**src/rtl/wishbone_ram_mux_param_if.sv**
```systemverilog
// Wishbone signal bundle for wishbone_ram_mux_param: one upstream master port
// and N_PORTS downstream SRAM/ROM ports, packed as flat vectors.
interface wishbone_ram_mux_param_if #(
  parameter int N_PORTS = 11
);
  logic                    wbs_ufp_stb_i;
  logic                    wbs_ufp_cyc_i;
  logic                    wbs_ufp_we_i;
  logic [3:0]              wbs_ufp_sel_i;
  logic [31:0]             wbs_ufp_adr_i;
  logic [31:0]             wbs_ufp_dat_i;
  logic                    wbs_ufp_ack_o;
  logic [31:0]             wbs_ufp_dat_o;
  logic [N_PORTS-1:0]      wbs_dfp_stb_o;
  logic [N_PORTS-1:0]      wbs_dfp_cyc_o;
  logic [N_PORTS-1:0]      wbs_dfp_we_o;
  logic [4*N_PORTS-1:0]    wbs_dfp_sel_o;
  logic [32*N_PORTS-1:0]   wbs_dfp_dat_o;
  logic [32*N_PORTS-1:0]   wbs_dfp_dat_i;
  logic [N_PORTS-1:0]      wbs_dfp_ack_i;

  modport slave (
    input  wbs_ufp_stb_i, wbs_ufp_cyc_i, wbs_ufp_we_i, wbs_ufp_sel_i,
    input  wbs_ufp_adr_i, wbs_ufp_dat_i,
    output wbs_ufp_ack_o, wbs_ufp_dat_o,
    output wbs_dfp_stb_o, wbs_dfp_cyc_o, wbs_dfp_we_o, wbs_dfp_sel_o, wbs_dfp_dat_o,
    input  wbs_dfp_dat_i, wbs_dfp_ack_i
  );

  modport master (
    output wbs_ufp_stb_i, wbs_ufp_cyc_i, wbs_ufp_we_i, wbs_ufp_sel_i,
    output wbs_ufp_adr_i, wbs_ufp_dat_i,
    input  wbs_ufp_ack_o, wbs_ufp_dat_o,
    input  wbs_dfp_stb_o, wbs_dfp_cyc_o, wbs_dfp_we_o, wbs_dfp_sel_o, wbs_dfp_dat_o,
    output wbs_dfp_dat_i, wbs_dfp_ack_i
  );
endinterface

```
**src/rtl/wishbone_ram_mux_param.sv**
```systemverilog
// Wishbone classic 1-to-N SRAM/ROM router with registered response path and
// local error termination (unmapped, read-only write, downstream hang).
module wishbone_ram_mux_param #(
  parameter int          N_PORTS     = 11,
  parameter logic [11:0] BASE_PREFIX = 12'h300,
  parameter logic [63:0] PORT_AW     = {16{4'd12}},
  parameter logic [15:0] RO_MASK     = 16'h0400,
  parameter int          TIMEOUT     = 255,
  parameter logic [31:0] DEAD_DATA   = 32'hDEAD_BEEF
) (
  input  logic                     wb_clk_i,
  input  logic                     wb_rst_i,
  wishbone_ram_mux_param_if.slave  bus,
  output logic [7:0]               err_count_o,
  output logic [31:0]              last_err_adr_o
);

  localparam logic [1:0]  ST_IDLE = 2'd0;
  localparam logic [1:0]  ST_WAIT = 2'd1;
  localparam logic [1:0]  ST_RESP = 2'd2;
  localparam logic [15:0] TO_LAST = 16'(TIMEOUT - 1);

  logic [1:0]            state;
  logic [1:0]            state_nxt;
  logic [N_PORTS-1:0]    port_sel;
  logic [31:0]           adr_lat;
  logic [15:0]           wait_cnt;
  logic                  ack_reg;
  logic [31:0]           dat_reg;
  logic [7:0]            err_cnt;
  logic [31:0]           err_adr;
  logic [N_PORTS-1:0]    dfp_stb;
  logic [N_PORTS-1:0]    dfp_cyc;
  logic [N_PORTS-1:0]    dfp_we;
  logic [4*N_PORTS-1:0]  dfp_sel;
  logic [32*N_PORTS-1:0] dfp_dat;

  logic                  req_s;
  logic                  hit_s;
  logic                  reject_s;
  logic [N_PORTS-1:0]    req_oh_s;
  logic                  slv_ack_s;
  logic [31:0]           slv_dat_s;
  logic                  resp_err_s;

  // Window check: prefix match, existing port, offset inside the 2^AW byte window.
  function automatic logic win_hit(input logic [31:0] adr);
    logic [3:0] aw;
    aw = PORT_AW[{adr[19:16], 2'b00} +: 4];
    return (adr[31:20] == BASE_PREFIX) &&
           ({28'd0, adr[19:16]} < 32'(N_PORTS)) &&
           ((adr[15:0] >> aw) == 16'd0);
  endfunction

  // Decode of the live upstream request.
  always_comb begin
    req_s    = bus.wbs_ufp_cyc_i && bus.wbs_ufp_stb_i;
    hit_s    = win_hit(bus.wbs_ufp_adr_i);
    reject_s = bus.wbs_ufp_we_i && RO_MASK[bus.wbs_ufp_adr_i[19:16]];
    for (int p = 0; p < N_PORTS; p++) begin
      req_oh_s[p] = (bus.wbs_ufp_adr_i[19:16] == 4'(p));
    end
  end

  // Selected-port ack and read data; other ports' acks are masked out.
  always_comb begin
    slv_ack_s = |(bus.wbs_dfp_ack_i & port_sel);
    slv_dat_s = 32'd0;
    for (int p = 0; p < N_PORTS; p++) begin
      slv_dat_s = slv_dat_s | (bus.wbs_dfp_dat_i[32*p +: 32] & {32{port_sel[p]}});
    end
  end

  // Transaction FSM next state; slave ack has priority over timeout and abort.
  always_comb begin
    state_nxt  = state;
    resp_err_s = 1'b0;
    case (state)
      ST_IDLE: begin
        if (req_s) begin
          if (hit_s && !reject_s) begin
            state_nxt = ST_WAIT;
          end else begin
            state_nxt  = ST_RESP;
            resp_err_s = 1'b1;
          end
        end else begin
          state_nxt = ST_IDLE;
        end
      end
      ST_WAIT: begin
        if (slv_ack_s) begin
          state_nxt = ST_RESP;
        end else if (wait_cnt == TO_LAST) begin
          state_nxt  = ST_RESP;
          resp_err_s = 1'b1;
        end else if (!bus.wbs_ufp_cyc_i) begin
          state_nxt = ST_IDLE;
        end else begin
          state_nxt = ST_WAIT;
        end
      end
      ST_RESP: state_nxt = ST_IDLE;
      default: state_nxt = ST_IDLE;
    endcase
  end

  // State, request latch, wait counter, upstream response and error log.
  always_ff @(posedge wb_clk_i) begin
    if (wb_rst_i) begin
      state    <= ST_IDLE;
      port_sel <= '0;
      adr_lat  <= 32'd0;
      wait_cnt <= 16'd0;
      ack_reg  <= 1'b0;
      dat_reg  <= 32'd0;
      err_cnt  <= 8'd0;
      err_adr  <= 32'd0;
    end else begin
      state   <= state_nxt;
      ack_reg <= (state_nxt == ST_RESP);
      if ((state == ST_IDLE) && (state_nxt == ST_WAIT)) begin
        port_sel <= req_oh_s;
        adr_lat  <= bus.wbs_ufp_adr_i;
        wait_cnt <= 16'd0;
      end else if ((state == ST_WAIT) && (state_nxt == ST_WAIT)) begin
        wait_cnt <= wait_cnt + 16'd1;
      end
      if (state_nxt == ST_RESP) begin
        dat_reg <= resp_err_s ? DEAD_DATA : slv_dat_s;
      end
      if ((state_nxt == ST_RESP) && resp_err_s) begin
        if (err_cnt != 8'hFF) begin
          err_cnt <= err_cnt + 8'd1;
        end
        err_adr <= (state == ST_IDLE) ? bus.wbs_ufp_adr_i : adr_lat;
      end
    end
  end

  // Downstream port registers: loaded on entry to WAIT, held through WAIT, zero otherwise.
  always_ff @(posedge wb_clk_i) begin
    if (wb_rst_i) begin
      dfp_stb <= '0;
      dfp_cyc <= '0;
      dfp_we  <= '0;
      dfp_sel <= '0;
      dfp_dat <= '0;
    end else if (state_nxt == ST_WAIT) begin
      if (state == ST_IDLE) begin
        dfp_stb <= req_oh_s;
        dfp_cyc <= req_oh_s;
        dfp_we  <= req_oh_s & {N_PORTS{bus.wbs_ufp_we_i}};
        for (int p = 0; p < N_PORTS; p++) begin
          dfp_sel[4*p +: 4]   <= req_oh_s[p] ? bus.wbs_ufp_sel_i : 4'd0;
          dfp_dat[32*p +: 32] <= req_oh_s[p] ? bus.wbs_ufp_dat_i : 32'd0;
        end
      end
    end else begin
      dfp_stb <= '0;
      dfp_cyc <= '0;
      dfp_we  <= '0;
      dfp_sel <= '0;
      dfp_dat <= '0;
    end
  end

  assign bus.wbs_ufp_ack_o = ack_reg;
  assign bus.wbs_ufp_dat_o = dat_reg;
  assign bus.wbs_dfp_stb_o = dfp_stb;
  assign bus.wbs_dfp_cyc_o = dfp_cyc;
  assign bus.wbs_dfp_we_o  = dfp_we;
  assign bus.wbs_dfp_sel_o = dfp_sel;
  assign bus.wbs_dfp_dat_o = dfp_dat;
  assign err_count_o       = err_cnt;
  assign last_err_adr_o    = err_adr;

endmodule

```
**src/flat_wrapper.sv**
```systemverilog
// flat-port wrapper written by rule: the top's interface ports become plain ports
module wishbone_ram_mux_param_flat 
#(
  parameter int          N_PORTS     = 11,
  parameter logic [11:0] BASE_PREFIX = 12'h300,
  parameter logic [63:0] PORT_AW     = {16{4'd12}},
  parameter logic [15:0] RO_MASK     = 16'h0400,
  parameter int          TIMEOUT     = 255,
  parameter logic [31:0] DEAD_DATA   = 32'hDEAD_BEEF
)
  (wb_clk_i, wb_rst_i, err_count_o, last_err_adr_o, bus_wbs_ufp_stb_i, bus_wbs_ufp_cyc_i, bus_wbs_ufp_we_i, bus_wbs_ufp_sel_i, bus_wbs_ufp_adr_i, bus_wbs_ufp_dat_i, bus_wbs_ufp_ack_o, bus_wbs_ufp_dat_o, bus_wbs_dfp_stb_o, bus_wbs_dfp_cyc_o, bus_wbs_dfp_we_o, bus_wbs_dfp_sel_o, bus_wbs_dfp_dat_o, bus_wbs_dfp_dat_i, bus_wbs_dfp_ack_i);
  wishbone_ram_mux_param_if #(.N_PORTS(N_PORTS)) bus_i ();
  input  logic wb_clk_i;
  input  logic wb_rst_i;
  output logic [7:0] err_count_o;
  output logic [31:0] last_err_adr_o;
  input wire logic [$bits(bus_i.wbs_ufp_stb_i)-1:0] bus_wbs_ufp_stb_i;
  input wire logic [$bits(bus_i.wbs_ufp_cyc_i)-1:0] bus_wbs_ufp_cyc_i;
  input wire logic [$bits(bus_i.wbs_ufp_we_i)-1:0] bus_wbs_ufp_we_i;
  input wire logic [$bits(bus_i.wbs_ufp_sel_i)-1:0] bus_wbs_ufp_sel_i;
  input wire logic [$bits(bus_i.wbs_ufp_adr_i)-1:0] bus_wbs_ufp_adr_i;
  input wire logic [$bits(bus_i.wbs_ufp_dat_i)-1:0] bus_wbs_ufp_dat_i;
  output wire logic [$bits(bus_i.wbs_ufp_ack_o)-1:0] bus_wbs_ufp_ack_o;
  output wire logic [$bits(bus_i.wbs_ufp_dat_o)-1:0] bus_wbs_ufp_dat_o;
  output wire logic [$bits(bus_i.wbs_dfp_stb_o)-1:0] bus_wbs_dfp_stb_o;
  output wire logic [$bits(bus_i.wbs_dfp_cyc_o)-1:0] bus_wbs_dfp_cyc_o;
  output wire logic [$bits(bus_i.wbs_dfp_we_o)-1:0] bus_wbs_dfp_we_o;
  output wire logic [$bits(bus_i.wbs_dfp_sel_o)-1:0] bus_wbs_dfp_sel_o;
  output wire logic [$bits(bus_i.wbs_dfp_dat_o)-1:0] bus_wbs_dfp_dat_o;
  input wire logic [$bits(bus_i.wbs_dfp_dat_i)-1:0] bus_wbs_dfp_dat_i;
  input wire logic [$bits(bus_i.wbs_dfp_ack_i)-1:0] bus_wbs_dfp_ack_i;
  assign bus_i.wbs_ufp_stb_i = bus_wbs_ufp_stb_i;
  assign bus_i.wbs_ufp_cyc_i = bus_wbs_ufp_cyc_i;
  assign bus_i.wbs_ufp_we_i = bus_wbs_ufp_we_i;
  assign bus_i.wbs_ufp_sel_i = bus_wbs_ufp_sel_i;
  assign bus_i.wbs_ufp_adr_i = bus_wbs_ufp_adr_i;
  assign bus_i.wbs_ufp_dat_i = bus_wbs_ufp_dat_i;
  assign bus_wbs_ufp_ack_o = bus_i.wbs_ufp_ack_o;
  assign bus_wbs_ufp_dat_o = bus_i.wbs_ufp_dat_o;
  assign bus_wbs_dfp_stb_o = bus_i.wbs_dfp_stb_o;
  assign bus_wbs_dfp_cyc_o = bus_i.wbs_dfp_cyc_o;
  assign bus_wbs_dfp_we_o = bus_i.wbs_dfp_we_o;
  assign bus_wbs_dfp_sel_o = bus_i.wbs_dfp_sel_o;
  assign bus_wbs_dfp_dat_o = bus_i.wbs_dfp_dat_o;
  assign bus_i.wbs_dfp_dat_i = bus_wbs_dfp_dat_i;
  assign bus_i.wbs_dfp_ack_i = bus_wbs_dfp_ack_i;
  wishbone_ram_mux_param #(.N_PORTS(N_PORTS), .BASE_PREFIX(BASE_PREFIX), .PORT_AW(PORT_AW), .RO_MASK(RO_MASK), .TIMEOUT(TIMEOUT), .DEAD_DATA(DEAD_DATA)) u_core (.wb_clk_i(wb_clk_i), .wb_rst_i(wb_rst_i), .bus(bus_i), .err_count_o(err_count_o), .last_err_adr_o(last_err_adr_o));
endmodule
```
**config.mk**
```make
export PLATFORM = sky130hd
export DESIGN_NAME = wishbone_ram_mux_param_flat
export DESIGN_NICKNAME = d
export VERILOG_FILES = /design/src/rtl/wishbone_ram_mux_param_if.sv /design/src/rtl/wishbone_ram_mux_param.sv /design/src/flat_wrapper.sv
export SDC_FILE = /design/constraint.sdc
export NUM_CORES = 1
export LEC_CHECK = 0
export BUFFER_PORTS_ARGS = -buffer_cell sky130_fd_sc_hd__buf_4
export CORE_AREA = 2 2 364 366
export DETAILED_ROUTE_END_ITERATION = 16
export DIE_AREA = 0 0 366 368
export PLACE_DENSITY = 0.44
export SETUP_SLACK_MARGIN = 0.05
export SLEW_MARGIN = 20
export SYNTH_ARGS = -nofsm -noshare
export SYNTH_HDL_FRONTEND = slang
export SYNTH_SLANG_ARGS = --single-unit
```
**constraint.sdc**
```tcl
create_clock -name wb_clk_i -period 2.65 [get_ports wb_clk_i]
set_input_delay 0.53 -clock wb_clk_i [delete_from_list [all_inputs] [get_ports wb_clk_i]]
set_output_delay 0.53 -clock wb_clk_i [all_outputs]
set_load 0.02 [all_outputs]
```
-- Word-level counts from Yosys, hierarchy flattened
Memories as Yosys holds them, arrays and structs flattened.
Cells that the tools add are included.
- add/sub/neg operators: 2
- magnitude comparators: 2
- eq/ne operators: 16
- shift operators: 2
- muxes and demuxes: 36
- bitwise logic cells: 24
- reductions and logical operators: 16
- operator list (kind ; number):
    32-bit two-way mux ; 13
    32-bit bitwise AND ; 11
    32-bit bitwise OR ; 10
    64-bit by 7-bit variable part select with 4-bit output, first input constant ; 1
    4-bit two-way mux ; 11
    11-bit bitwise AND ; 2
    16-bit by 1-bit adder with 16-bit output, second input constant ; 1
    16-bit by 8-bit == test with 1-bit output, second input constant ; 1
    4-bit by 3-bit == test with 1-bit output, second input constant ; 4
    16-bit zero test ; 1
    16-bit by 4-bit right shift with 16-bit output ; 1
    12-bit by 10-bit == test with 1-bit output, second input constant ; 1
    4-bit == test, second input constant ; 3
    11-bit OR reduction ; 1
    8-bit by 1-bit adder with 8-bit output, second input constant ; 1
    4-bit by 2-bit == test with 1-bit output, second input constant ; 2
    1-bit logical AND ; 8
    2-bit two-way mux ; 4
    8-bit inequality test, second input constant ; 1
    1-bit two-way mux ; 6
    4-bit by 5-bit less-than comparator with 1-bit output, second input constant ; 1
    2-bit by 1-bit == test with 1-bit output, second input constant ; 2
    4-bit by 1-bit == test with 1-bit output, second input constant ; 1
    4-bit zero test ; 1
    9 further kinds ; 10
- flip-flop bits (word level): 552
- bits in read-only memories: 16
- logic and storage cells: 111
- memories kept: 1
- memories (name ; words ; width ; rd ports ; clocked after Yosys merged registers in ; wr ports ; line ; text):
    (name not given) ; 16 ; 1 ; 1 ; 0 ; 0 ; wishbone_ram_mux_param.sv:59 ; reject_s = bus.wbs_ufp_we_i && RO_MASK[bus.wbs_ufp_adr_i[19:16]];

-- Depth between registers and ports, before layout
Gate-level depths: netlist (run 1).
- depth after elaboration: 12
- gate-level depth with buffers: 11
- depth with buffers taken out: 7

-- Worst setup path after synthesis (run 1)
OpenSTA, ideal clock, no wires.
- path kind: input to register
- start point: in bus_wbs_ufp_adr_i[22]
- end point: reg u_core.dfp_dat[110] (netlist: u_core.bus.wbs_dfp_dat_o[110])
- library setup time: 0.096 ns
- arrival: 2.124 ns
- required time: 2.554 ns
- setup slack: 0.431 ns
- cell stages on the path: 7
- cell sequence: nor4_1 nand4_1 nor3_4 a31oi_4 buf_6 buf_2 o41ai_2
- word-level cells in the longest chain between the ends: 10
- ends and longest elaborated chain (item ; line ; text):
    start: declaration ; flat_wrapper.sv:21 ; input wire logic [$bits(bus_i.wbs_ufp_adr_i)-1:0] bus_wbs_ufp_adr_i;
    12-bit by 10-bit == test with 1-bit output ; wishbone_ram_mux_param.sv:50 ; return (adr[31:20] == BASE_PREFIX) &&
    1-bit logical AND ; wishbone_ram_mux_param.sv:50 ;
    1-bit logical AND ; wishbone_ram_mux_param.sv:51 ; ({28'd0, adr[19:16]} < 32'(N_PORTS)) &&
    1-bit logical AND ; wishbone_ram_mux_param.sv:81 ; if (hit_s && !reject_s) begin
    2-bit two-way mux ; wishbone_ram_mux_param.sv:81 ;
    2-bit two-way mux ; wishbone_ram_mux_param.sv:80 ; if (req_s) begin
    2-bit case mux with 2 select lines ; wishbone_ram_mux_param.sv:78 ; case (state)
    2-bit by 1-bit == test with 1-bit output ; wishbone_ram_mux_param.sv:149 ; end else if (state_nxt == ST_WAIT) begin
    1-bit inverter (no source line) ; n/a ;
    2-bit OR reduction (no source line) ; n/a ;
    end signal: indexed assignment ; wishbone_ram_mux_param.sv:156 ; dfp_dat[32*p +: 32] <= req_oh_s[p] ? bus.wbs_ufp_dat_i : 32'd0;
    end: declaration ; wishbone_ram_mux_param.sv:36 ; logic [32*N_PORTS-1:0] dfp_dat;
No other way between the ends.
A chain may end at the register's enable or synchronous reset.

-- Worst setup path in the final report (run 1)
- start point: in bus_wbs_ufp_adr_i[22]
- end point: reg u_core.port_sel[0]
- word-level cells in the longest chain between the ends: 9
- ends and longest elaborated chain (item ; line ; text):
    12-bit by 10-bit == test with 1-bit output ; wishbone_ram_mux_param.sv:50 ;
    1-bit logical AND ; wishbone_ram_mux_param.sv:50 ;
    1-bit logical AND ; wishbone_ram_mux_param.sv:51 ;
    1-bit logical AND ; wishbone_ram_mux_param.sv:81 ;
    2-bit two-way mux ; wishbone_ram_mux_param.sv:81 ;
    2-bit two-way mux ; wishbone_ram_mux_param.sv:80 ;
    2-bit case mux with 2 select lines ; wishbone_ram_mux_param.sv:78 ;
    2-bit by 1-bit == test with 1-bit output ; wishbone_ram_mux_param.sv:122 ; if ((state == ST_IDLE) && (state_nxt == ST_WAIT)) begin
    1-bit logical AND ; wishbone_ram_mux_param.sv:122 ;
    end signal: assignment ; wishbone_ram_mux_param.sv:123 ; port_sel <= req_oh_s;
    end: declaration ; wishbone_ram_mux_param.sv:25 ; logic [N_PORTS-1:0] port_sel;
No other way between the ends.

==> summary.log, run 1 <==
INFO  critical_path  critical_path_peak_fanout=7
INFO  critical_path  timing.critical_path.buf_inv=5
INFO  timing         slew_headroom=24.7%
INFO  detailed_routing detailroute.via_count=22.7k
INFO  synth          synth_edf_count=0
INFO  critical_path  critical_path.cell_chain=buf_4 -> nor4_1 -> buf_4 -> nand4_1 -> buf_4 -> nor3_4 -> buf_4 -> buf_4 -> nand2_1 -> o21ai_0
INFO  final_layout   fin_area=34,100um2
INFO  grt            antenna_found_initial=33
INFO  timing         final-setup-viol-count=0
INFO  timing         clock_skew=0.0271ns
INFO  timing         tightestPinTransition=1.13ns
INFO  grt            grt_start_max_net_pins=164
INFO  timing         period_share=94.6%
INFO  synth          yosys_register_bits=552
INFO  min_path       timing.hold.worst.class=in -> reg
INFO  timing         worst_hold_slack=0.129ns
INFO  critical_path  cp.required=3.12ns
INFO  grt            first_global_vias=22.6k
INFO  place          dp.cells=4,820
INFO  detailed_routing vias_per_cell=4.57
INFO  outcome        status=complete, no violations
INFO  clock_tree     path_clk_slew=0.06ns
INFO  floorplan      num_rows=133
INFO  final_layout   postLayoutCoreUtil=26.0%
INFO  timing         grt_setup_unrepaired=true
INFO  floorplan      die_span_x=366um
INFO  floorplan      io_pins=938
INFO  timing         period_needed=2.51ns
INFO  final_layout   layout-drive-gt1-share=41.1%
INFO  detailed_routing avgRoutedWirePerCell=28.5um
INFO  synth          synth_ff_type=sky130_fd_sc_hd__dfxtp_1
INFO  floorplan      die-height=368um
INFO  clock_tree     ctsLongestPathBuffers=3
INFO  floorplan      floorplan.die_area=135,000um2
INFO  flow_run       cap_violations=0
INFO  final_layout   fillerInstances=14.2k
INFO  critical_path  cp-start-kind=primary input
INFO  synth          seq_area_frac_synth=51.0%
INFO  final_layout   leading_cell_types_in_the_layout_fill_and_taps_excluded=sky130_fd_sc_hd__buf_4, sky130_fd_sc_hd__dfxtp_1, sky130_fd_sc_hd__nand2_1
INFO  synth          syn_inst=2,218
INFO  grt            grt.total_usage=20.1%
INFO  synth          syn-mean-instance-area=9.77um2
INFO  floorplan      floorplan.initialDensity=16.6%
INFO  power_and_ir_drop ir_worst_vdd=0.000419V
INFO  critical_path  critPathMostFrequentCell=sky130_fd_sc_hd__buf_4
INFO  power_and_ir_drop p_leak=14.0nW
INFO  clock_tree     cts_inserted_buffers=72
INFO  final_layout   finalNetCount=3,583
INFO  critical_path  worst-endpoint-arrival=2.97ns
INFO  floorplan      fp.coreArea=131,000um2
INFO  place          dp_hpwl=109mm
INFO  synth          async_flop_share=0%
INFO  final_layout   layout.cells.most_common=sky130_fd_sc_hd__buf_4
INFO  critical_path  slowest_stage=sky130_fd_sc_hd__o21ai_0
INFO  critical_path  critical_path.top_delay_family=buffers and inverters
INFO  place          placement.io_buffers=937
INFO  synth          cell_type_with_the_highest_aggregate_area_in_the_netlist=sky130_fd_sc_hd__dfxtp_1
INFO  detailed_routing drt_pre_antenna_iters=6
INFO  critical_path  critical_path.max_stage_delay=0.71ns
INFO  timing         pins_over_their_slew_limit=0
INFO  detailed_routing wirelength=142mm
INFO  synth          synthesis.yosys.warnings=0
INFO  critical_path  worst_setup_ep_type=flop
INFO  grt            grt_pass1_wl=191mm
INFO  clock_tree     cts.sink_count=552
INFO  synth          yosysTopAreaCellShare=51.0%
INFO  place          placedInstanceArea=31,500um2
INFO  synth          mappedNetlistNets=2,657
INFO  timing         fmaxAchievable=0.399GHz
INFO  detailed_routing detail-route-antenna-nets=0
INFO  clock_tree     postCtsHoldBufs=0
INFO  synth          yosys-top-cells-area=sky130_fd_sc_hd__dfxtp_1, sky130_fd_sc_hd__a32o_1, sky130_fd_sc_hd__nand2_1
INFO  grt            grt_overflow=0
INFO  synth          synth_cell_types=61
INFO  clock_tree     cts_tree=yes
INFO  timing         final-hold-violation-count=0
INFO  place          routabilityCongestion=0.927
INFO  final_layout   fin_cells=4,971
INFO  synth          synthesis.area=21,700um2
INFO  power_and_ir_drop power_density=583nW/um2
INFO  critical_path  path_class=in -> reg
INFO  clock_tree     ctsHtreeMaxLevel=3
INFO  timing         sum_of_negative_setup_slack=0ns
INFO  clock_tree     clock_tree.root_cell=sky130_fd_sc_hd__clkbuf_16
INFO  clock_tree     clkLatencyLatePin=0.66ns
INFO  detailed_routing dr.first_iter.drc_count=1,864
INFO  detailed_routing drc=0
INFO  final_layout   syn2layout_area_growth=57.1%
worst paths after layout:
check	startpoint	end	slack [ns]	cells past startpoint
min	bus_wbs_ufp_adr_i[8]	u_core.adr_lat[8]	0.13	2
max reg2reg	u_core.state[0]	u_core.port_sel[0]	0.18	7
max	bus_wbs_ufp_adr_i[22]	u_core.port_sel[0]	0.14	10
min reg2reg	u_core.bus.wbs_dfp_dat_o[64]	u_core.bus.wbs_dfp_dat_o[64]	0.45	2
layout make-up:
cell class / count / area (um2) / area share [%]
inverters: 7 / 26.3 / 0.0772
multi-input cells: 1407 / 9430 / 27.7
clock buffers: 103 / 2070 / 6.07
flip-flops and latches: 552 / 11100 / 32.5
repair buffers: 1104 / 8920 / 26.2
diodes: 20 / 50.0 / 0.147
well taps: 1755 / 2200 / 6.45
clock inverters: 23 / 303 / 0.889
kinds of logic after synthesis:
group | count (synthesis) | share of synthesized area, %
AND/OR/NAND/NOR | 700 | 14.9
flip-flops | 552 | 51.0
buffers and inverters | 259 | 5.90
AO/OA/AOI/OAI | 690 | 27.4
multiplexers | 3 | 0.144
adder cells (fa/ha/maj) | 3 | 0.173
XOR/XNOR | 11 | 0.444
routing by layer:
metal,up-vias,wire length (um),track usage [%]
met5,-,30,0
met4,6,6510,10.8
met3,189,10500,6.09
met2,968,74800,36.6
met1,11218,49700,20.6
li1,10342,-,-
power by group:
part           internal, mW  switching (mW)  leakage (nW)
sequential             8.35          0.0324          4.46
combinational         0.690           0.871          8.42
clock                  5.78            4.14          1.15
total                  14.8            5.04          14.0
registers in the layout, summed over array words and instances (netlist names):
register and cells:
u_core.bus.wbs_dfp_dat_o 352, u_core.bus.wbs_dfp_sel_o 44, u_core.adr_lat 32, u_core.bus.wbs_ufp_dat_o 32, u_core.last_err_adr_o 32, u_core.wait_cnt 16, u_core.bus.wbs_dfp_stb_o 11, u_core.bus.wbs_dfp_we_o 11
u_core.port_sel 11, u_core.err_count_o 8, u_core.state 2, u_core.bus.wbs_ufp_ack_o 1
Yosys cell counts, types with 32 or more instances:
master                       n
sky130_fd_sc_hd__o41ai_1   129
sky130_fd_sc_hd__a222oi_1   32
sky130_fd_sc_hd__o21ai_0   119
sky130_fd_sc_hd__a22o_1     64
sky130_fd_sc_hd__buf_2      46
sky130_fd_sc_hd__a32o_1    163
sky130_fd_sc_hd__dfxtp_1   552
sky130_fd_sc_hd__and3_1     49
sky130_fd_sc_hd__nor2_1     85
sky130_fd_sc_hd__nand2_1   377
sky130_fd_sc_hd__a311oi_1   32
sky130_fd_sc_hd__or2_2      38
sky130_fd_sc_hd__clkbuf_1  161
sky130_fd_sc_hd__nand2b_1   38
sky130_fd_sc_hd__a221oi_1   64
per-stage QoR:
| step | setup slack (ns) | total power, mW |
|---|---|---|
| floorplan | 0.431 | 9.00 |
| global placement | -0.522 | 10.2 |
| detailed placement | -0.462 | 10.2 |
| CTS | 0.0905 | 20.3 |
| global route | 0.0297 | 20.6 |
| finish | 0.142 | 19.9 |
what timing repair did:
item,4_1_cts,5_1_grt
endpoints found under the setup margin,0,145
setup buffers,0,4
gates resized for setup,0,7
hold endpoints to repair,0,0
Note: power is estimated with default switching activity, not from simulation.
==> run 2, diff against run 1 <==
--- a/config.mk
+++ b/config.mk
@@ -6,9 +6,9 @@
 export NUM_CORES = 1
 export LEC_CHECK = 0
 export BUFFER_PORTS_ARGS = -buffer_cell sky130_fd_sc_hd__buf_4
-export CORE_AREA = 2 2 364 366
+export CORE_AREA = 2 2 365 367
 export DETAILED_ROUTE_END_ITERATION = 16
-export DIE_AREA = 0 0 366 368
+export DIE_AREA = 0 0 367 369
 export PLACE_DENSITY = 0.44
 export SETUP_SLACK_MARGIN = 0.05
 export SLEW_MARGIN = 20
==> summary.log, run 2 (synthesis gave the netlist of run 1 again) <==
INFO  floorplan      die-height=369um [+0.27%]
INFO  detailed_routing detailroute.via_count=22.7k [-0.057%]
INFO  power_and_ir_drop p_leak=14.0nW [-0.57%]
INFO  clock_tree     clock_tree.root_cell=sky130_fd_sc_hd__clkbuf_16
INFO  critical_path  timing.critical_path.from=u_core.port_sel[5]
INFO  min_path       min_from=bus_wbs_ufp_adr_i[5]
INFO  place          dp.cells=4,808 [-0.25%]
INFO  detailed_routing drc=0 [unchanged]
INFO  grt            grt_pass1_wl=189mm [-1.5%]
INFO  floorplan      die_span_x=367um [+0.27%]
INFO  detailed_routing wirelength=139mm [-1.4%]
INFO  timing         worst_hold_slack=0.116ns [-0.0136 ns]
INFO  timing         period_share=91.2% [-3.4 points]
INFO  final_layout   syn2layout_area_growth=56.3%
INFO  place          placedInstanceArea=31,300um2 [-0.63%]
INFO  final_layout   fin_area=33,900um2 [-0.54%]
INFO  clock_tree     ctsHtreeMaxLevel=3 [unchanged]
INFO  timing         final-hold-violation-count=0 [unchanged]
INFO  grt            grt.total_usage=19.7% [-0.40 points]
INFO  detailed_routing dr_wl_met2=72.9mm [-2.5%]
INFO  floorplan      num_rows=133 [unchanged]
INFO  detailed_routing dr.first_iter.drc_count=1,681 [-9.8%]
INFO  clock_tree     cts.sink_count=552 [unchanged]
INFO  final_layout   leading_cell_types_in_the_layout_fill_and_taps_excluded=sky130_fd_sc_hd__buf_4, sky130_fd_sc_hd__dfxtp_1, sky130_fd_sc_hd__nand2_1
INFO  critical_path  cp.required=3.23ns [+0.11 ns]
INFO  clock_tree     clkLatencyLatePin=0.67ns [about the same]
INFO  min_path       timing.hold.worst.class=in -> reg
INFO  final_layout   number_of_flip_flops_under_the_largest_register_name=352 [unchanged]
INFO  critical_path  rr_startpoint=u_core.port_sel[5]
INFO  grt            antenna_found_initial=41 [+24%]
INFO  timing         tightestPinTransition=1.06ns [-0.0653 ns]
INFO  power_and_ir_drop power_density=599nW/um2 [+2.8%]
INFO  clock_tree     cts_inserted_buffers=72 [unchanged]
INFO  critical_path  path_class=reg -> reg
INFO  critical_path  cp-start-kind=flop
INFO  floorplan      floorplan.die_area=135,000um2 [+0.55%]
INFO  critical_path  worst-endpoint-arrival=2.99ns [+0.02 ns]
INFO  clock_tree     postCtsHoldBufs=0 [unchanged]
INFO  power_and_ir_drop ir_worst_vdd=0.000465V [+11%]
INFO  final_layout   fillerInstances=14.2k [+0.098%]
INFO  detailed_routing detail-route-antenna-nets=0 [unchanged]
INFO  place          placement.io_buffers=937 [unchanged]
INFO  detailed_routing drt_pre_antenna_iters=6 [unchanged]
INFO  timing         final-setup-viol-count=0 [unchanged]
INFO  final_layout   layout.cells.most_common=sky130_fd_sc_hd__buf_4
INFO  grt            first_global_vias=22.5k [-0.50%]
INFO  timing         pins_over_their_slew_limit=0 [unchanged]
INFO  place          routabilityCongestion=0.889 [-4.1%]
INFO  detailed_routing route.met3.wl=10.7mm [+1.9%]
INFO  clock_tree     path_clk_slew=0.06ns [about the same]
INFO  timing         grt_setup_unrepaired=false
INFO  final_layout   fin_cells=4,956 [-0.30%]
INFO  critical_path  critical_path_peak_fanout=7 [unchanged]
INFO  detailed_routing avgRoutedWirePerCell=28.1um [-1.1%]
INFO  final_layout   finalNetCount=3,566 [-0.47%]
INFO  detailed_routing vias_per_cell=4.58 [+0.25%]
INFO  clock_tree     cts_tree=yes
INFO  final_layout   layout-drive-gt1-share=40.8% [-0.25 points]
INFO  outcome        status=complete, no violations
INFO  flow_run       cap_violations=0 [unchanged]
INFO  timing         sum_of_negative_setup_slack=0ns [unchanged]
INFO  floorplan      fp.coreArea=131,000um2 [+0.25%]
INFO  timing         period_needed=2.42ns [-0.0897 ns]
INFO  detailed_routing highest_routed_metal_layer=met5
INFO  clock_tree     ctsLongestPathBuffers=3 [unchanged]
INFO  final_layout   postLayoutCoreUtil=25.8% [-0.21 points]
INFO  timing         slew_headroom=29.0% [+4.4 points]
INFO  place          dp_hpwl=106mm [-2.2%]
INFO  floorplan      floorplan.initialDensity=16.5% [-0.042 points]
INFO  grt            grt_start_max_net_pins=164 [unchanged]
INFO  critical_path  worst_setup_ep_type=flop
INFO  timing         fmaxAchievable=0.414GHz [+3.7%]
INFO  detailed_routing route.layer.met1.wl=50.0mm [+0.55%]
INFO  grt            grt_overflow=0 [unchanged]
INFO  floorplan      io_pins=938 [unchanged]
INFO  timing         clock_skew=0.0219ns [-0.00519 ns]
==> run 2: changes by cell type in the layout (fill, tap and decap cells not counted), sizes merged <==
cell	before	now
clkinvlp	4	2
clkinv	13	10
buf	1103	1087
clkbuf	104	105
bufinv	3	6
diode	20	22
==> run 2: routing by layer <==
metal	GRT usage, %	up-vias
met5	0	-
met4	9.24	14
met3	5.95	224
met2	36.2	937
met1	20.4	11235
li1	-	10300
==> run 2: repair_timing <==
action / in CTS / in global routing
buffers inserted: 0 / 0
resized for setup: 0 / 1
endpoints found under the setup margin: 0 / 6
==> run 2: cell type report <==
type | count | area [um2] | area share, %
Antenna cell | 22 | 55.1 | 0.163
Multi-Input combinational cell | 1407 | 9420 | 27.8
Clock buffer | 105 | 2160 | 6.37
Sequential cell | 552 | 11100 | 32.7
Timing Repair Buffer | 1087 | 8640 | 25.5
Clock inverter | 21 | 313 | 0.923
Tap cell | 1755 | 2200 | 6.48
Inverter | 7 | 26.3 | 0.0776
==> run 2: worst max-delay path: stages, from the launching register on <==
cell	delay, ns
sky130_fd_sc_hd__dfxtp_2	0.34
sky130_fd_sc_hd__a22oi_1	0.25
sky130_fd_sc_hd__nand4_1	0.16
sky130_fd_sc_hd__or2_4	0.29
sky130_fd_sc_hd__o31a_1	0.36
sky130_fd_sc_hd__buf_12	0.15
sky130_fd_sc_hd__buf_4	0.13
sky130_fd_sc_hd__or4_1	0.49
sky130_fd_sc_hd__a21oi_1	0.15
==> run 2: worst paths after layout <==
path	end	slack, ns	cells past startpoint
min	u_core.adr_lat[5]	0.12	2
min reg2reg	u_core.bus.wbs_dfp_dat_o[283]	0.45	2
max	u_core.err_count_o[7]	0.23	8
max reg2reg	u_core.err_count_o[7]	0.23	8
==> run 2: power breakdown <==
group | switching, mW | internal [mW] | leakage (nW)
logic | 0.879 | 0.674 | 8.28
registers | 0.0305 | 8.35 | 4.46
clock network | 4.12 | 6.25 | 1.21
total | 5.03 | 15.3 | 14.0
==> run 2: per-stage QoR <==
| stage | worst slack [ns] | power [mW] |
|---|---|---|
| final | 0.232 | 20.3 |
| after global routing | 0.0976 | 21.0 |
| after CTS | 0.117 | 20.7 |
| after detailed placement | -0.304 | 10.2 |
| after global placement | -0.272 | 10.2 |
| after floorplan | 0.431 | 9.00 |
==> run 3, diff against run 2 <==
--- a/config.mk
+++ b/config.mk
@@ -10,6 +10,7 @@
 export DETAILED_ROUTE_END_ITERATION = 16
 export DIE_AREA = 0 0 367 369
 export PLACE_DENSITY = 0.44
+export REMOVE_ABC_BUFFERS = 1
 export SETUP_SLACK_MARGIN = 0.05
 export SLEW_MARGIN = 20
 export SYNTH_ARGS = -nofsm -noshare
==> summary.log, run 3 (synthesis gave the netlist of run 1 again) <==
INFO  outcome        status=complete, no violations
INFO  timing         grt_setup_unrepaired=false
INFO  floorplan      floorplan.initialDensity=16.5% [unchanged]
INFO  clock_tree     clock_tree.root_cell=sky130_fd_sc_hd__clkbuf_16
INFO  clock_tree     path_clk_slew=0.06ns [about the same]
INFO  floorplan      num_rows=133 [unchanged]
INFO  critical_path  cp-start-kind=flop
INFO  final_layout   area.sequential=11,100um2 [unchanged]
INFO  power_and_ir_drop p_leak=13.9nW [about the same]
INFO  timing         pins_over_their_slew_limit=0 [unchanged]
INFO  critical_path  worst_r2r_path_depth=9 [+1]
INFO  critical_path  critical_path.cell_chain=a22oi_2 -> nand4_1 -> or2_1 -> buf_4 -> o31ai_4 -> buf_4 -> buf_6 -> nor2_1 -> o2bb2ai_1
INFO  critical_path  path_class=reg -> reg
INFO  power_and_ir_drop p_clk_share=50.8% [-0.3 points]
INFO  grt            antenna_found_initial=32 [-22%]
INFO  timing         final-hold-violation-count=0 [unchanged]
INFO  grt            grt_start_max_net_pins=111 [-32%]
INFO  power_and_ir_drop totalPowerFinal=20.1mW [-1.0%]
INFO  timing         final-setup-viol-count=0 [unchanged]
INFO  timing         clock_skew=0.0174ns [-0.00446 ns]
INFO  clock_tree     postCtsHoldBufs=0 [unchanged]
INFO  timing         period_share=93.4% [+2.1 points]
INFO  critical_path  cp.required=3.22ns [about the same]
INFO  clock_tree     ctsLongestPathBuffers=3 [unchanged]
INFO  clock_tree     cts.sink_count=552 [unchanged]
INFO  grt            grt.total_usage=19.3% [-0.41 points]
INFO  clock_tree     clkLatencyLatePin=0.65ns [-0.02 ns]
INFO  detailed_routing drt_pre_antenna_iters=9 [+3]
INFO  final_layout   fin_cells=4,952 [-0.081%]
INFO  detailed_routing avgRoutedWirePerCell=27.8um [-1.1%]
INFO  power_and_ir_drop internal_power=15.1mW [-1.2%]
INFO  floorplan      fp.coreArea=131,000um2 [unchanged]
INFO  clock_tree     cts_inserted_buffers=72 [unchanged]
INFO  final_layout   leading_cell_types_in_the_layout_fill_and_taps_excluded=sky130_fd_sc_hd__buf_4, sky130_fd_sc_hd__dfxtp_1, sky130_fd_sc_hd__nand2_1
INFO  grt            grt_overflow=0 [unchanged]
INFO  place          dp_hpwl=104mm [-2.1%]
INFO  place          placement.io_buffers=937 [unchanged]
INFO  flow_run       cap_violations=0 [unchanged]
INFO  detailed_routing dr.first_iter.drc_count=1,852 [+10%]
INFO  critical_path  critical_path_peak_fanout=23 [+16]
INFO  grt            grt_pass1_wl=186mm [-1.3%]
INFO  power_and_ir_drop power.switching_fraction=24.9% [+0.13 points]
INFO  power_and_ir_drop power.combinational.fraction=7.4% [-0.3 points]
INFO  clock_tree     ctsHtreeMaxLevel=3 [unchanged]
INFO  timing         tightestPinTransition=0.812ns [-0.252 ns]
INFO  grt            first_global_vias=22.6k [+0.66%]
INFO  timing         fmaxAchievable=0.404GHz [-2.3%]
INFO  power_and_ir_drop power_density=594nW/um2 [-0.97%]
INFO  place          dp.cells=4,804 [-0.083%]
INFO  clock_tree     cts_tree=yes
INFO  min_path       holdPathStages=2 [unchanged]
INFO  final_layout   finalNetCount=3,565 [-0.028%]
INFO  detailed_routing vias_per_cell=4.61 [+0.71%]
INFO  final_layout   multiInputGateArea=9450um2 [+0.29%]
INFO  final_layout   fillerInstances=14.3k [+0.60%]
INFO  detailed_routing drc=0 [unchanged]
INFO  final_layout   syn2layout_area_growth=56.2% [about the same]
INFO  detailed_routing detail-route-antenna-nets=0 [unchanged]
INFO  critical_path  worst_setup_ep_type=flop
INFO  floorplan      die_span_x=367um [unchanged]
INFO  final_layout   layout-drive-gt1-share=40.7% [-0.094 points]
INFO  power_and_ir_drop power.share.sequential=41.7% [+0.4 points]
INFO  power_and_ir_drop switching_power=5.00mW [-0.51%]
INFO  critical_path  critical_path.max_stage_delay=0.36ns [-0.13 ns]
INFO  power_and_ir_drop ir_worst_vdd=0.000422V [-9.1%]
INFO  critical_path  critPathMostFrequentCell=sky130_fd_sc_hd__buf_4
INFO  final_layout   number_of_flip_flops_under_the_largest_register_name=352 [unchanged]
INFO  detailed_routing detailroute.via_count=22.9k [+0.63%]
INFO  critical_path  worst-endpoint-arrival=3.05ns [+0.06 ns]
INFO  floorplan      die-height=369um [unchanged]
INFO  min_path       timing.hold.worst.class=in -> reg
INFO  critical_path  slowest_stage=sky130_fd_sc_hd__o31ai_4
INFO  floorplan      floorplan.die_area=135,000um2 [unchanged]
INFO  floorplan      io_pins=938 [unchanged]
INFO  place          routabilityCongestion=0.894 [+0.52%]
INFO  detailed_routing wirelength=138mm [-1.2%]
INFO  timing         slew_headroom=45.9% [+17 points]
INFO  final_layout   layout.cells.most_common=sky130_fd_sc_hd__buf_4
INFO  timing         period_needed=2.47ns [+0.0560 ns]
run 3: changes by cell type in the layout (fill, tap and decap cells not counted), sizes merged:
| cell | previous run | this run |
|---|---|---|
| diode | 22 | 18 |
| inv | 10 | 9 |
| bufinv | 6 | 4 |
| clkbuf | 105 | 108 |
| buf | 1087 | 1085 |
| clkinvlp | 2 | 4 |
run 3: power by group through the flow:
stage	sequential [mW]	clock, mW	combinational, mW
after floorplan	8.62	0	0.300
after global placement	8.57	0	1.50
after detailed placement	8.56	0	1.50
after CTS	8.38	10.6	1.50
after global routing	8.38	10.8	1.58
final	8.38	10.2	1.49
run 3: what timing repair did:
action / CTS / global route
setup buffers: 0 / 2
resized for setup: 0 / 4
endpoints found under the setup margin: 0 / 27
run 3: worst paths after layout:
check	startpoint	endpoint	slack (ns)
worst max-delay path	u_core.port_sel[0]	u_core.bus.wbs_ufp_dat_o[3]	0.18
worst min-delay path	bus_wbs_ufp_adr_i[6]	u_core.adr_lat[6]	0.12
worst max register to register	u_core.port_sel[0]	u_core.bus.wbs_ufp_dat_o[3]	0.18
worst min register to register	u_core.bus.wbs_dfp_dat_o[333]	u_core.bus.wbs_dfp_dat_o[333]	0.45
run 3: critical path: cells and delay by family, from the launching register on:
kind | cells | cell delay (ns)
compound gates | 3 | 0.70
simple gates | 3 | 0.60
flops | 1 | 0.34
buf+inv | 3 | 0.73
run 3: metrics by stage:
| step | cell area, um2 | hold WS (ns) | TNS [ns] | setup slack [ns] | utilization [%] |
|---|---|---|---|---|---|
| after floorplan | 20400 | 0.430 | -2523.88 | -5.99 | - |
| after global placement | 31300 | 0.431 | -135.68 | -0.490 | 23.9 |
| after detailed placement | 31300 | 0.436 | -138.29 | -0.483 | 23.9 |
| after CTS | 33800 | 0.0610 | 0 | 0.112 | 25.7 |
| after global routing | 33800 | 0.0968 | 0 | 0.0443 | 25.8 |
| final | 33800 | 0.124 | 0 | 0.176 | 25.8 |
run 3: layout make-up:
| cell class | instances | share of cell area, % |
|---|---|---|
| antenna | 18 | 0.133 |
| clock buffer | 107 | 6.41 |
| clock inverter | 20 | 0.795 |
| inverter | 7 | 0.0776 |
| multi-input combinational | 1407 | 27.9 |
| sequential | 552 | 32.7 |
| tap | 1755 | 6.49 |
| timing repair buffer | 1086 | 25.5 |
run 3: routing by layer:
metal,up-vias,wire length (um),GRT usage (%)
met2,1009,69000,33.9
met1,11324,51700,21.0
met4,12,5500,8.67
met3,199,11600,6.45
met5,-,75,0
li1,10309,-,-
